File: src/rtl/fir_output_stage.sv
// rtl/fir_output_stage.sv - FIR chain output stage: fill discard, round/saturate, output FIFO.
// Drives the chain advance strobe under backpressure and buffers rounded samples for the consumer.
module fir_output_stage #(
  parameter int IN_W     = 32,
  parameter int OUT_W    = 16,
  parameter int SHIFT    = 7,
  parameter int FILL_LAT = 5,
  parameter int DEPTH    = 4
) (
  input  logic                         clk,
  input  logic                         rst_n,
  input  logic                         clr,
  input  logic                         in_valid,
  output logic                         in_ready,
  output logic                         chain_ena,
  input  logic signed [IN_W-1:0]       y_in,
  output logic                         m_valid,
  input  logic                         m_ready,
  output logic signed [OUT_W-1:0]      m_data,
  output logic                         sat_flag,
  output logic                         fill_done,
  output logic [$clog2(DEPTH+1)-1:0]   level
);

  localparam int LW  = $clog2(DEPTH + 1);
  localparam int PW  = $clog2(DEPTH);
  localparam int FCW = (FILL_LAT > 1) ? $clog2(FILL_LAT) : 1;

  localparam logic signed [IN_W:0] RND   = (IN_W + 1)'(1) << (SHIFT - 1);
  localparam logic signed [IN_W:0] MAX_V = (IN_W + 1)'(2 ** (OUT_W - 1) - 1);
  localparam logic signed [IN_W:0] MIN_V = -MAX_V - (IN_W + 1)'(1);

  typedef enum logic {FILL, RUN} state_t;

  state_t                    state, state_nxt;
  logic [FCW-1:0]            fill_cnt;
  logic [PW-1:0]             wr_ptr, rd_ptr;
  logic signed [OUT_W-1:0]   mem [DEPTH];

  logic                      push, pop, fill_last;
  logic signed [IN_W:0]      rounded, shifted;
  logic                      sat_hi, sat_lo;
  logic signed [OUT_W-1:0]   sample;

  assign in_ready  = (level != LW'(DEPTH));
  assign chain_ena = in_valid & in_ready & ~clr;
  assign m_valid   = (level != '0);
  assign m_data    = mem[rd_ptr];
  assign fill_done = (state == RUN);

  assign push      = chain_ena & (state == RUN);
  assign pop       = m_valid & m_ready & ~clr;
  assign fill_last = (fill_cnt == FCW'(FILL_LAT - 1));

  // One extra bit of headroom keeps the rounding add from wrapping at full scale.
  assign rounded = $signed({y_in[IN_W-1], y_in}) + RND;
  assign shifted = rounded >>> SHIFT;
  assign sat_hi  = (shifted > MAX_V);
  assign sat_lo  = (shifted < MIN_V);
  assign sample  = sat_hi ? MAX_V[OUT_W-1:0] :
                   sat_lo ? MIN_V[OUT_W-1:0] : shifted[OUT_W-1:0];

  always_ff @(posedge clk or negedge rst_n) begin
    if (!rst_n) state <= FILL;
    else        state <= state_nxt;
  end

  always_comb begin
    state_nxt = state;
    if (clr)
      state_nxt = FILL;
    else if (state == FILL && chain_ena && fill_last)
      state_nxt = RUN;
  end

  always_ff @(posedge clk or negedge rst_n) begin
    if (!rst_n)
      fill_cnt <= '0;
    else if (clr)
      fill_cnt <= '0;
    else if (state == FILL && chain_ena)
      fill_cnt <= fill_last ? '0 : fill_cnt + 1'b1;
  end

  always_ff @(posedge clk or negedge rst_n) begin
    if (!rst_n) begin
      for (int i = 0; i < DEPTH; i++) mem[i] <= '0;
    end else if (push) begin
      mem[wr_ptr] <= sample;
    end
  end

  // Pointers wrap naturally because DEPTH is a power of two.
  always_ff @(posedge clk or negedge rst_n) begin
    if (!rst_n) begin
      wr_ptr   <= '0;
      rd_ptr   <= '0;
      level    <= '0;
      sat_flag <= 1'b0;
    end else if (clr) begin
      wr_ptr   <= '0;
      rd_ptr   <= '0;
      level    <= '0;
      sat_flag <= 1'b0;
    end else begin
      if (push) wr_ptr <= wr_ptr + 1'b1;
      if (pop)  rd_ptr <= rd_ptr + 1'b1;
      case ({push, pop})
        2'b10:   level <= level + LW'(1);
        2'b01:   level <= level - LW'(1);
        default: level <= level;
      endcase
      if (push && (sat_hi || sat_lo)) sat_flag <= 1'b1;
    end
  end

endmodule

File: config.mk
export PLATFORM = sky130hd
export DESIGN_NAME = fir_output_stage
export DESIGN_NICKNAME = d
export VERILOG_FILES = /design/src/rtl/fir_output_stage.sv
export SDC_FILE = /design/constraint.sdc
export NUM_CORES = 1
export LEC_CHECK = 0
export ABC_AREA = 1
export BUFFER_PORTS_ARGS = -buffer_cell sky130_fd_sc_hd__buf_2
export CAP_MARGIN = 25
export CORE_UTILIZATION = 38
export CTS_CLUSTER_DIAMETER = 60
export DETAILED_ROUTE_END_ITERATION = 8
export PLACE_DENSITY = 0.57
export SKIP_CTS_REPAIR_TIMING = 1
export SYNTH_ARGS = -nofsm -noshare
export SYNTH_HDL_FRONTEND = slang
export SYNTH_SLANG_ARGS = --single-unit
File: constraint.sdc
create_clock -name clk -period 2.5 [get_ports clk]
set_input_delay 0.125 -clock clk [delete_from_list [all_inputs] [get_ports clk]]
set_output_delay 0.125 -clock clk [all_outputs]
set_load 0.05 [all_outputs]
After elaboration in Yosys (flattened, before gate mapping) --
Cells that the tools add are included.
Word-level totals: output and inout bits 24, input port bits 37, bits in registers 76
Cells by class: equality and inequality tests 4, multiplexer cells 21, $lt $le $gt $ge 5, add/sub/neg operators 6, reductions and logical operators 12, bitwise gates (word level) 9
Operator list (number):
- 16-bit two-way mux | 5
- 64-bit bitwise mux | 1
- 32-bit by 8-bit adder with 33-bit output (second input constant) | 1
- 16-bit binary-select mux with 2-bit select | 1
- 16-bit demux with 2-bit select | 1
- 26-bit by 16-bit greater-than comparator with 1-bit output (second input constant) | 1
- 26-bit by 16-bit < comparator with 1-bit output (second input constant) | 1
- 3-bit two-way mux | 4
- 2-bit nonzero test | 5
- 2-bit two-way mux | 4
- 3-bit by 1-bit adder with 3-bit output (second input constant) | 2
- 3-bit greater-or-equal comparator (second input constant) | 2
- 2-bit inverter with 3-bit output | 2
- 3-bit case mux with 2 select lines | 1
- 3-bit nonzero test | 2
- 1-bit bitwise AND | 5
- 2-bit by 1-bit adder with 2-bit output (second input constant) | 2
- 1-bit logical AND | 4
- 1-bit two-way mux | 4
- 3-bit == test (second input constant) | 1
- 3-bit by 1-bit < comparator with 1-bit output (second input constant) | 1
- 3-bit != test (second input constant) | 1
- 3-bit by 1-bit subtractor with 3-bit output (second input constant) | 1
- 2-bit by 1-bit == test with 1-bit output (second input constant) | 1
- 3 further kinds | 4

Logic depth before layout (Yosys ltp) --
depth in word-level cells 7, gate-level depth with buffers 17, depth with buffers taken out 16

Worst setup path after synthesis --
No wires, ideal clock.
path type register -> register, start reg level[0], end reg level[2], arrival 2790 ps, setup slack -430 ps, buffers on the path 0, stages on the path, launching flop included 13, library setup time 140 ps, clock period less this slack 2930 ps, path through dfrtp_1 -> inv_1 -> nand3_1 -> nand3_1 -> nor2_1 -> inv_1 -> nand2_1 -> inv_1 -> fa_1 -> xnor2_1 -> xor2_1 -> nand3_1 -> o21ai_0
Between the ends: cells in the longest elaborated chain, start to end 7, elaborated cells on any way between the ends 14
Ends and longest elaborated chain:
- start, declared | RTL line 22 | output logic [$clog2(DEPTH+1)-1:0] level
- start signal, assigned | RTL line 109 | 2'b10: level <= level + LW'(1);
- start signal, assigned | RTL line 110 | 2'b01: level <= level - LW'(1);
- start signal, assigned | RTL line 111 | default: level <= level;
- 3-bit != test * | RTL line 45 | assign in_ready = (level != LW'(DEPTH));
- via in_ready | RTL line 14 | output logic in_ready,
- 1-bit bitwise AND * (2 in a row) | RTL line 46 | assign chain_ena = in_valid & in_ready & ~clr;
- 1-bit bitwise AND * | RTL line 51 | assign push = chain_ena & (state == RUN);
- 2-bit by 1-bit == test with 1-bit output / 2-bit == test (equally long branches) | RTL line 108 | case ({push, pop})
- 3-bit case mux with 2 select lines | RTL line 108
- 3-bit two-way mux | RTL line 100 | end else if (clr) begin
The timed path passes the listed nets; every way through them passes the cells marked *. A chain may end at the register's enable or synchronous reset.

Worst setup path after layout --
start reg level[0], end reg level[2]
Between the ends: cells in the longest elaborated chain, start to end 7, elaborated cells on any way between the ends 14
Ends and longest elaborated chain (RTL line):
- 3-bit != test | 45
- 1-bit bitwise AND (2 in a row) | 46
- 1-bit bitwise AND | 51
- 2-bit by 1-bit == test with 1-bit output / 2-bit == test (equally long branches) | 108
- 3-bit case mux with 2 select lines | 108
- 3-bit two-way mux | 100
Several ways; a longest one is shown, not always the timed one.

==> metrics.txt <==
Skew-Pair Late Insertion Delay=0.34 ns; die area=12010 um2; Mapped Cells=634; crit path cell chain=inv_1 -> nand3_4 -> nand3_1 -> nor2_4 -> inv_1 -> nand2_1 -> inv_1 -> fa_1 -> xnor2_1 -> xor2_1 -> nand3_1 -> o21ai_0; Power Total=4.872 mW; worst-case vdd ir drop=815.6 uV; Starting DRT DRC Count=233; Post-Layout Cell Count=840; Max Cap Viol=0; minimum clock period=2.201 ns; cell family with the largest share of critical-path delay=simple AND/OR/NAND/NOR gates; reg2reg start=level[0]$_DFFE_PN0P_; fmax=0.4543 GHz; Mean Syn Cell Area=6.937 um2; startpoint types=register; die height=109.6 um; HPWL Detailed=8566 um; R2R cell count=12; Sink Count=76; pre-CTS setup slack=0.2223 ns; CTS root buffer=clkbuf_16; overall die width=109.6 um; max_slew headroom=0.5255; wire length on met1=5576 um; YS warnings=0; worst-path fanout max=8; Max stage delay on crit path=0.38 ns; diode count=0; Placed Instances=823; CTS Buf Count=9; area share of the largest cell type after synthesis=0.4324; unrepaired setup endpoints after global routing=false; clock-pin slew on the worst setup and hold paths=0.06 ns; area leader, netlist=dfrtp_1; input/output buffers=54; worst path bufs/invs=3; vias in the first global route=4061; status=finished clean; crit-path most repeated cell=inv_1; Hold WC Path Type=input pin to register; Final GP Congestion=0.8447; WL final=12010 um; CTS tree=yes; Antenna Nets Post-Route=0; Final Hold Vio Count=0; Internal Pwr Total=2.802 mW; starting density of the core=0.3970; critical path class=register to register; Initial DRT Pass Iterations=8; Clk pwr share=0.286; final worst slack=0.2989 ns; Reg area=1904 um2; Pwr per Cell Area=930.3 nW/um2; placed cell area=4905 um2; Syn Std Cell Area=4398 um2; initial antenna violation count=0; gr usage total=0.2214; Final nets=740; # rows=38; Lkg Pwr=2.841 nW; Setup TNS=0 ns; share of power burned in registers=0.317; largest net degree at the start of global routing=36; H-tree Lvls=3; sw power=2.070 mW; final setup fails=0; Core Region=11080 um2; Worst R2R Setup Slack=0.30 ns; hold path depth=2; Worst Path Arrival=2.45 ns; count of cell types in the netlist=24; Fill cells=1149; Worst R2R End=level[2]$_DFFE_PN0P_; worst-margin pin slew=0.7118 ns; Switching Fraction=0.4248; Top Layer Used=met4; DR WL met2=5577 um; CP required=2.75 ns; Slowest cell on crit path=dfrtp_2; Finished Cell Area=5238 um2; worst hold start=clr; DRC Markers=0; layout cell share with drive strength beyond 1=0.1471; CP endpoint kind=register; clock skew=0.009566 ns; CTS Buffer Depth=2; Synth area leaders=dfrtp_1 43%, nand2_1 25%, nor2_1 6.4%; combinational power share=0.397; multi-input logic area=2295 um2; met3 wire len=729 um; I/O pin cnt=61; Slew Viols, Final=0; Area growth syn-to-layout=19.09%; Via density=4.989; Hold Path End=fill_done$_DFFE_PN0P_; grt total ovfl=0; first-pass GRT wire length=20070 um; Yosys reg bits=76; crit share post-route=0.8804; Mapped Nets=679; register area share after synthesis=0.4324; drt wl/cell=14.30 um; vias=4191
[through the flow]
step           utilization  hold slack (ns)
3_3_place_gp        0.4427           0.2205
6_report            0.4728          0.03374
3_5_place_dp        0.4427           0.2190
2_1_floorplan            -          -0.1706
5_1_grt             0.4728          0.03660
4_1_cts             0.4714          -0.1386
[per-layer routing]
layer / GRT usage / up-vias
met2: 0.3571 / 122
met1: 0.3061 / 1945
li1: - / 2109
met5: 0 / -
met4: 0.05143 / 0
met3: 0.04386 / 15
[worst max path at each step]
stage / start / endpoint / slack, ns / depth (start not counted)
after global routing: level[0]$_DFFE_PN0P_ / level[2]$_DFFE_PN0P_ / 0.06 / 12
after CTS: level[0]$_DFFE_PN0P_ / level[2]$_DFFE_PN0P_ / 0.22 / 12
after detailed placement: y_in[6] / mem[43]$_DFFE_PN0P_ / 0.22 / 15
after global placement: y_in[6] / mem[0]$_DFFE_PN0P_ / 0.27 / 16
after floorplan: level[2]$_DFFE_PN0P_ / level[2]$_DFFE_PN0P_ / 0.08 / 11
final: level[0]$_DFFE_PN0P_ / level[2]$_DFFE_PN0P_ / 0.30 / 12
[synthesized netlist by cell type]
library cell and n:
ha_1 7, dfrtp_1 76, o22ai_1 17, nand2_2 13
a22o_1 1, and2_1 3, a21oi_1 4, xor2_1 10
nor2_4 3, clkbuf_1 13, nand2_1 292, buf_6 2
nand3_1 18, a22oi_1 1, nand4_1 2, nor2_1 75
buf_2 4, fa_1 1, clkinv_1 1, nand3b_1 3
inv_1 35, o21ai_0 43, nor3_1 2, xnor2_1 8
[placed cells by master (no fill, tap or decap), types with 2 or more instances in the layout]
cell type	Yosys	layout
dfrtp_2	0	2
bufinv_16	0	2
ha_1	7	7
xnor2_1	8	8
xor2_1	10	10
nand2_2	13	13
nor3_1	2	2
a21oi_1	4	4
buf_4	0	12
and2_1	3	3
o22ai_1	17	17
clkbuf_1	13	2
buf_12	0	2
nor2_1	75	74
nand3_1	18	16
nand4_1	2	2
buf_2	4	54
clkbuf_16	0	9
nand3b_1	3	3
inv_1	35	35
dfrtp_1	76	74
nand2_1	292	292
o21ai_0	43	43
nor2_4	3	4
[cells by family (layout without fill, tap and decap cells)]
kind of cell | Yosys count | count (layout) | synth area share
simple gates | 411 | 411 | 0.3744
flops | 76 | 76 | 0.4324
compound gates | 66 | 66 | 0.08137
buf+inv | 55 | 121 | 0.05149
xor+xnor | 18 | 18 | 0.03585
fa+ha+maj | 8 | 8 | 0.02447
[power groups by stage]
| stage | combinational, mW | clock, mW | sequential, mW |
|---|---|---|---|
| 6_report | 1.93 | 1.39 | 1.55 |
| 4_1_cts | 1.94 | 1.42 | 1.54 |
| 5_1_grt | 2.10 | 1.48 | 1.57 |
| 3_5_place_dp | 1.94 | 0 | 1.57 |
| 2_1_floorplan | 1.40 | 0 | 1.60 |
| 3_3_place_gp | 1.92 | 0 | 1.56 |
[area by class of cell]
class,instances,share of cell area
clock buffer,11,0.04443
clock inverter,5,0.01624
inverter,36,0.02580
multi-input combinational,503,0.4381
sequential,76,0.3636
tap,140,0.03344
timing repair buffer,69,0.07836
[registers in the layout, indices dropped and copies added, names as in the netlist]
name / cells
level: 3
wr_ptr: 2
sat_flag: 1
rd_ptr: 2
fill_done: 1
fill_cnt: 3
mem: 64
Note: power is estimated with default switching activity, not from simulation.
